### src/rtl/ins_enc_pkg.sv
// ins_encoder shared types: RV32 opcode constants, format enum
// and the opcode-to-format lookup.
package ins_enc_pkg;

  localparam logic [6:0] OP_LOAD   = 7'b0000011;
  localparam logic [6:0] OP_OPIMM  = 7'b0010011;
  localparam logic [6:0] OP_JALR   = 7'b1100111;
  localparam logic [6:0] OP_SYSTEM = 7'b1110011;
  localparam logic [6:0] OP_STORE  = 7'b0100011;
  localparam logic [6:0] OP_BRANCH = 7'b1100011;
  localparam logic [6:0] OP_LUI    = 7'b0110111;
  localparam logic [6:0] OP_AUIPC  = 7'b0010111;
  localparam logic [6:0] OP_JAL    = 7'b1101111;
  localparam logic [6:0] OP_OP     = 7'b0110011;
  localparam logic [6:0] OP_OPV    = 7'b1010111;

  typedef enum logic [2:0] {
    FMT_I,
    FMT_S,
    FMT_B,
    FMT_U,
    FMT_J,
    FMT_R,
    FMT_BAD
  } fmt_e;

  function automatic fmt_e op_fmt(input logic [6:0] op);
    fmt_e f;
    unique case (1'b1)
      (op == OP_LOAD) || (op == OP_OPIMM) ||
      (op == OP_JALR) || (op == OP_SYSTEM): f = FMT_I;
      (op == OP_STORE):                     f = FMT_S;
      (op == OP_BRANCH):                    f = FMT_B;
      (op == OP_LUI) || (op == OP_AUIPC):   f = FMT_U;
      (op == OP_JAL):                       f = FMT_J;
      (op == OP_OP) || (op == OP_OPV):      f = FMT_R;
      default:                              f = FMT_BAD;
    endcase
    return f;
  endfunction

endpackage

### src/rtl/ins_enc_pack.sv
// Combinational RV32 field packer with immediate range check;
// immediate placement mirrors the decode-side extraction.
module ins_enc_pack
  import ins_enc_pkg::*;
(
  input  logic [6:0]  opcode,
  input  logic [4:0]  rd,
  input  logic [4:0]  rs1,
  input  logic [4:0]  rs2,
  input  logic [2:0]  funct3,
  input  logic [6:0]  funct7,
  input  logic [31:0] imm,
  output logic [31:0] word,
  output logic        illegal
);

  fmt_e fmt;
  logic fit_i;
  logic fit_b;
  logic fit_j;

  assign fmt   = op_fmt(opcode);
  assign fit_i = (&imm[31:11]) | ~(|imm[31:11]);
  assign fit_b = (&imm[31:12]) | ~(|imm[31:12]);
  assign fit_j = (&imm[31:20]) | ~(|imm[31:20]);

  always_comb begin
    word    = '0;
    illegal = 1'b0;
    unique case (fmt)
      FMT_I: begin
        word    = {imm[11:0], rs1, funct3, rd, opcode};
        illegal = !fit_i;
      end
      FMT_S: begin
        word    = {imm[11:5], rs2, rs1, funct3,
                   imm[4:0], opcode};
        illegal = !fit_i;
      end
      FMT_B: begin
        word    = {imm[12], imm[10:5], rs2, rs1, funct3,
                   imm[4:1], imm[11], opcode};
        illegal = !fit_b || imm[0];
      end
      FMT_U: begin
        word    = {imm[31:12], rd, opcode};
        illegal = |imm[11:0];
      end
      FMT_J: begin
        word    = {imm[20], imm[10:1], imm[11],
                   imm[19:12], rd, opcode};
        illegal = !fit_j || imm[0];
      end
      FMT_R: begin
        word    = {funct7, rs2, rs1, funct3, rd, opcode};
        illegal = 1'b0;
      end
      default: begin
        word    = {25'b0, opcode};
        illegal = 1'b1;
      end
    endcase
  end

endmodule

### src/rtl/ins_encoder.sv
// Instruction encoder: packer feeding a DEPTH-entry output FIFO.
// INS_ENCODER_DROP_ILLEGAL_EN: swallow illegal requests instead of queueing them.
module ins_encoder
  import ins_enc_pkg::*;
#(
  parameter int DEPTH = 4,
  localparam int CNT_W = $clog2(DEPTH) + 1
) (
  input  logic             clock_in,
  input  logic             reset_n_in,
  input  logic             enc_flush_in,
  input  logic             enc_valid_in,
  output logic             enc_ready_out,
  input  logic [6:0]       enc_opcode_in,
  input  logic [4:0]       enc_rd_in,
  input  logic [4:0]       enc_rs1_in,
  input  logic [4:0]       enc_rs2_in,
  input  logic [2:0]       enc_funct3_in,
  input  logic [6:0]       enc_funct7_in,
  input  logic [31:0]      enc_imm_in,
  output logic             enc_valid_out,
  input  logic             enc_ready_in,
  output logic [31:0]      enc_word_out,
  output logic             enc_illegal_out,
  output logic [CNT_W-1:0] enc_count_out,
  output logic [7:0]       enc_illegal_cnt_out
);

  localparam int PTR_W = $clog2(DEPTH);

  logic [31:0]      pk_word;
  logic             pk_ill;
  logic             acc;
  logic             push;
  logic             pop;
  logic [PTR_W-1:0] wr_ptr;
  logic [PTR_W-1:0] rd_ptr;
  logic [CNT_W-1:0] count_q;
  logic [7:0]       ill_cnt_q;
  logic [31:0]      word_q [DEPTH];

  ins_enc_pack u_pack (
    .opcode  (enc_opcode_in),
    .rd      (enc_rd_in),
    .rs1     (enc_rs1_in),
    .rs2     (enc_rs2_in),
    .funct3  (enc_funct3_in),
    .funct7  (enc_funct7_in),
    .imm     (enc_imm_in),
    .word    (pk_word),
    .illegal (pk_ill)
  );

  assign enc_ready_out = reset_n_in && !enc_flush_in &&
                         (count_q < CNT_W'(DEPTH));
  assign acc           = enc_valid_in && enc_ready_out;
  assign enc_valid_out = (count_q != '0);
  assign pop           = enc_valid_out && enc_ready_in &&
                         !enc_flush_in;
  assign enc_word_out  = enc_valid_out ? word_q[rd_ptr] : '0;
  assign enc_count_out = count_q;
  assign enc_illegal_cnt_out = ill_cnt_q;

`ifdef INS_ENCODER_DROP_ILLEGAL_EN
  assign push            = acc && !pk_ill;
  assign enc_illegal_out = 1'b0;
`else
  logic ill_q [DEPTH];

  assign push            = acc;
  assign enc_illegal_out = enc_valid_out && ill_q[rd_ptr];

  always_ff @(posedge clock_in or negedge reset_n_in) begin
    if (!reset_n_in) begin
      ill_q <= '{default: 1'b0};
    end else if (push) begin
      ill_q[wr_ptr] <= pk_ill;
    end
  end
`endif

  always_ff @(posedge clock_in or negedge reset_n_in) begin
    if (!reset_n_in) begin
      word_q <= '{default: '0};
    end else if (push) begin
      word_q[wr_ptr] <= pk_word;
    end
  end

  always_ff @(posedge clock_in or negedge reset_n_in) begin
    if (!reset_n_in) begin
      wr_ptr  <= '0;
      rd_ptr  <= '0;
      count_q <= '0;
    end else if (enc_flush_in) begin
      wr_ptr  <= '0;
      rd_ptr  <= '0;
      count_q <= '0;
    end else begin
      if (push) wr_ptr <= wr_ptr + PTR_W'(1);
      if (pop)  rd_ptr <= rd_ptr + PTR_W'(1);
      unique case ({push, pop})
        2'b10:   count_q <= count_q + CNT_W'(1);
        2'b01:   count_q <= count_q - CNT_W'(1);
        default: count_q <= count_q;
      endcase
    end
  end

  // Counts accepted illegal requests, including ones that were dropped
  always_ff @(posedge clock_in or negedge reset_n_in) begin
    if (!reset_n_in) begin
      ill_cnt_q <= '0;
    end else if (acc && pk_ill && (ill_cnt_q != 8'hFF)) begin
      ill_cnt_q <= ill_cnt_q + 8'd1;
    end
  end

endmodule

### config.mk
export PLATFORM = sky130hd
export DESIGN_NAME = ins_encoder
export DESIGN_NICKNAME = d
export VERILOG_FILES = /design/src/rtl/ins_enc_pkg.sv /design/src/rtl/ins_enc_pack.sv /design/src/rtl/ins_encoder.sv
export SDC_FILE = /design/constraint.sdc
export NUM_CORES = 1
export LEC_CHECK = 0
export CORE_ASPECT_RATIO = 1.1
export CORE_MARGIN = 10
export CORE_UTILIZATION = 49
export DETAILED_ROUTE_END_ITERATION = 8
export PLACE_DENSITY = 0.77
export SYNTH_ARGS = -nofsm -noshare
export SYNTH_HDL_FRONTEND = slang
export SYNTH_SLANG_ARGS = --single-unit
### constraint.sdc
create_clock -name clock_in -period 2.55 [get_ports clock_in]
set_input_delay 0.6375 -clock clock_in [delete_from_list [all_inputs] [get_ports clock_in]]
set_output_delay 0.6375 -clock clock_in [all_outputs]
set_load 0.05 [all_outputs]
==> flow_metrics.py <==
metrics = {
    "flow_run": {
        "cap_violations": 0,
    },
    "sta": {
        "fin_crit_sh": 1.12,
        "fin_hold_ws_ns": 0.311,
        "rsz0062_at_grt": "yes",
        "max_freq_mhz": 351,
        "finClkSkew_ns": 0.00853,
        "timing.final.crit_period_ns": 2.85,
        "relSlewSlack": 0.473,
        "drv_slew": 0,
        "worstMarginPinSlew_ns": 0.791,
        "setup_viol": 145,
        "fin_tns_setup_ns": -23.71,
        "fin_ws_ns": -0.303,
        "hold_viol": 0,
    },
    "floorplan": {
        "ios": 115,
        "die_w_um": 138,
        "die-area_mm2": 0.0208,
        "initial_core_util": 0.501,
        "core-area_mm2": 0.0151,
        "rows": 47,
        "die_h_um": 150,
    },
    "synthesis": {
        "syn_avg_cell_area_um2": 11.5,
        "muxShareOfSynthArea": 0.152,
        "synthAdderAreaFrac": 0.0126,
        "synth_compound_area_frac": 0.170,
        "synth-main-ff-cell": "dfrtp_1",
        "syn-instance-count": 658,
        "syn_nets": 734,
        "ys_seq_area_frac": 0.488,
        "synth_area_mm2": 0.00754,
        "synth_edf_count": 0,
        "asyncSetResetFlopFracSynth": 1.00,
        "synth_top_cell_area_share": 0.488,
        "synth_cell_types": 61,
        "synth-xor-area-share": 0.0116,
        "synth_top_family_by_area": "compound AO/OA/AOI/OAI gates",
        "synth_warnings": 0,
        "synthTopCellsByArea": "dfrtp_1 49%, mux4_2 9.9%, mux2_2 4.8%",
        "synth_seq_cells": 147,
        "synthSimpleGateAreaFrac": 0.136,
        "synth_top_area_cell": "dfrtp_1",
    },
    "hold_path": {
        "min_path_type": "in -> async",
    },
    "global_route": {
        "grt_antenna_before_repair": 0,
        "grtUsageMet1": 0.291,
        "grt_max_degree": 148,
        "grt_most_used_layer": "met2",
        "use_met3": 0.0539,
        "track_usage": 0.247,
        "grt_pass1_wl_mm": 40.8,
        "grt_remaining_overflow": 0,
        "met2_usage": 0.413,
        "first_global_vias": 7276,
    },
    "clock_tree": {
        "clk_latency_ns": 0.44,
        "cts_tree": "built",
        "clkTransAtPathRegs_ns": 0.06,
        "clockRootBuffer": "clkbuf_16",
        "cts-htree-levels": 4,
        "clock_path_buffers": 2,
        "numCtsBuffers": 17,
        "hold_buffers": 0,
        "cts.sinks": 147,
    },
    "pwr": {
        "powerDensity_mw_per_mm2": 746,
        "leakage_nw": 5.07,
        "ir_drop_mv": 0.896,
        "finalPower_mw": 8.88,
    },
    "routing": {
        "drcViolationCount": 0,
        "ant_nets": 0,
        "viasPerCell": 6.33,
        "vias": 7010,
        "first_iter_violations": 914,
        "routed_wl_mm": 27.2,
        "drtPass1Iterations": 5,
        "wire_per_inst_um": 24.5,
    },
    "finish": {
        "layout_commonest_cell": "dfrtp_1",
        "synthToLayoutAreaGrowth_pct": 58.0,
        "num_antenna_cells": 0,
        "layout-drive-gt1-share": 0.466,
        "utilization": 0.791,
        "postLayoutCellArea_mm2": 0.0119,
        "most-common-layout-cells": "146 x dfrtp_1, 120 x buf_4, 90 x nand2_1",
        "final_cell_count_no_fill": 1108,
        "fin_nets": 976,
        "nFillCells": 853,
    },
    "placement": {
        "io_buffers": 114,
        "placed_cells": 1041,
        "hpwl_mm": 16.7,
        "place_area_mm2": 0.0102,
        "post-place-ws_ns": -1.18,
        "globalplace.congestion": 0.913,
    },
    "critical_path": {
        "rr_worst_depth": 8,
        "cp-end-kind": "flop",
        "critPathLaunchType": "primary input",
        "critPathMaxFanout": 5,
        "arrival_ns": 3.17,
        "worstSetupPathType": "in -> reg",
        "cp.required_ns": 2.86,
    },
    "status": {
        "violations": "negative setup slack",
        "status": "finished, violations left",
    },
}
-- per-layer routing --
layer,share of wire,wire [µm]
met5,0,0
met4,0.050,1370
met3,0.080,2170
met2,0.50,13600
met1,0.37,9970
-- timing repair --
action,CTS,global route
setup buffers,29,10
setup endpoints to repair,145,145
gates cloned,4,0
gates resized for setup,147,50
pin swaps,48,44
-- critical path: stages --
cell and delay, ns:
buf_8 0.10, buf_6 0.11, or3b_4 0.38, nand2_2 0.09
a21bo_4 0.15, inv_6 0.04, nand2_4 0.07, ha_4 0.16
o21a_1 0.18, a2bb2oi_4 0.20, buf_6 0.12, nand2_4 0.06
or3_4 0.40, a22oi_2 0.20, buf_4 0.18, o21ai_2 0.07
-- logic make-up after synthesis --
family,count (synthesis)
AO/OA/AOI/OAI,164
AND/OR/NAND/NOR,207
multiplexers,69
adder cells (fa/ha/maj),7
flip-flops,147
buffers and inverters,54
XOR/XNOR,10
-- report_power, final --
part,internal (mW),switching (mW),total (mW)
Combinational,1.71,1.88,3.59
Clock,1.48,1.01,2.49
Sequential,2.59,0.209,2.80
-- flip-flops by register name (all words and copies together), names as in the netlist --
name and count:
enc_illegal_cnt_out 8, ill_q 4, enc_count_out 3, word_q 128, rd_ptr 2, wr_ptr 2
-- final cells by class --
type                    instances  area, µm²  area share
clock inverters                12        133      0.0111
flip-flops and latches        147       3680       0.309
multi-input cells             457       4410       0.370
clock buffers                  19        453      0.0380
repair buffers                271       2960       0.249
well taps                     196        245      0.0206
inverters                       6       30.0     0.00252
-- synth_stat cells (2+ instances only) --
master	count
or2_2	2
a21o_1	2
a41oi_1	2
and3_1	5
o211ai_1	2
ha_1	6
nand4_1	10
and2_1	35
inv_1	5
nor2_1	23
a22o_1	38
xnor2_1	8
or3_1	3
nand2_1	94
a2111oi_2	2
o21ai_0	35
o31ai_1	29
a21oi_1	6
buf_2	8
nor2b_1	2
or2_1	4
a222oi_1	10
a22oi_2	4
a22oi_1	2
mux2i_1	4
mux2_2	32
xor2_1	2
nand3_1	6
mux4_2	33
a2bb2oi_1	2
buf_4	6
buf_1	3
o21ai_1	16
a2111oi_4	2
clkbuf_1	31
nor4_1	7
or4_1	2
dfrtp_1	147
nor3_1	6
-- final timing paths --
path	from	endpoint	slack, ns
worst min register to register	word_q[100]$_DFFE_PN0P_	word_q[100]$_DFFE_PN0P_	0.49
worst max register to register	enc_count_out[2]$_DFFE_PN0P_	enc_count_out[2]$_DFFE_PN0P_	0.35
max in group asynchronous	reset_n_in	rd_ptr[0]$_DFFE_PN0P_	1.62
min in group clock_in	word_q[100]$_DFFE_PN0P_	word_q[100]$_DFFE_PN0P_	0.49
worst max-delay path	enc_opcode_in[2]	word_q[75]$_DFFE_PN0P_	-0.30
worst min-delay path	reset_n_in	word_q[91]$_DFFE_PN0P_	0.31
Note: power is estimated with default switching activity, not from simulation.
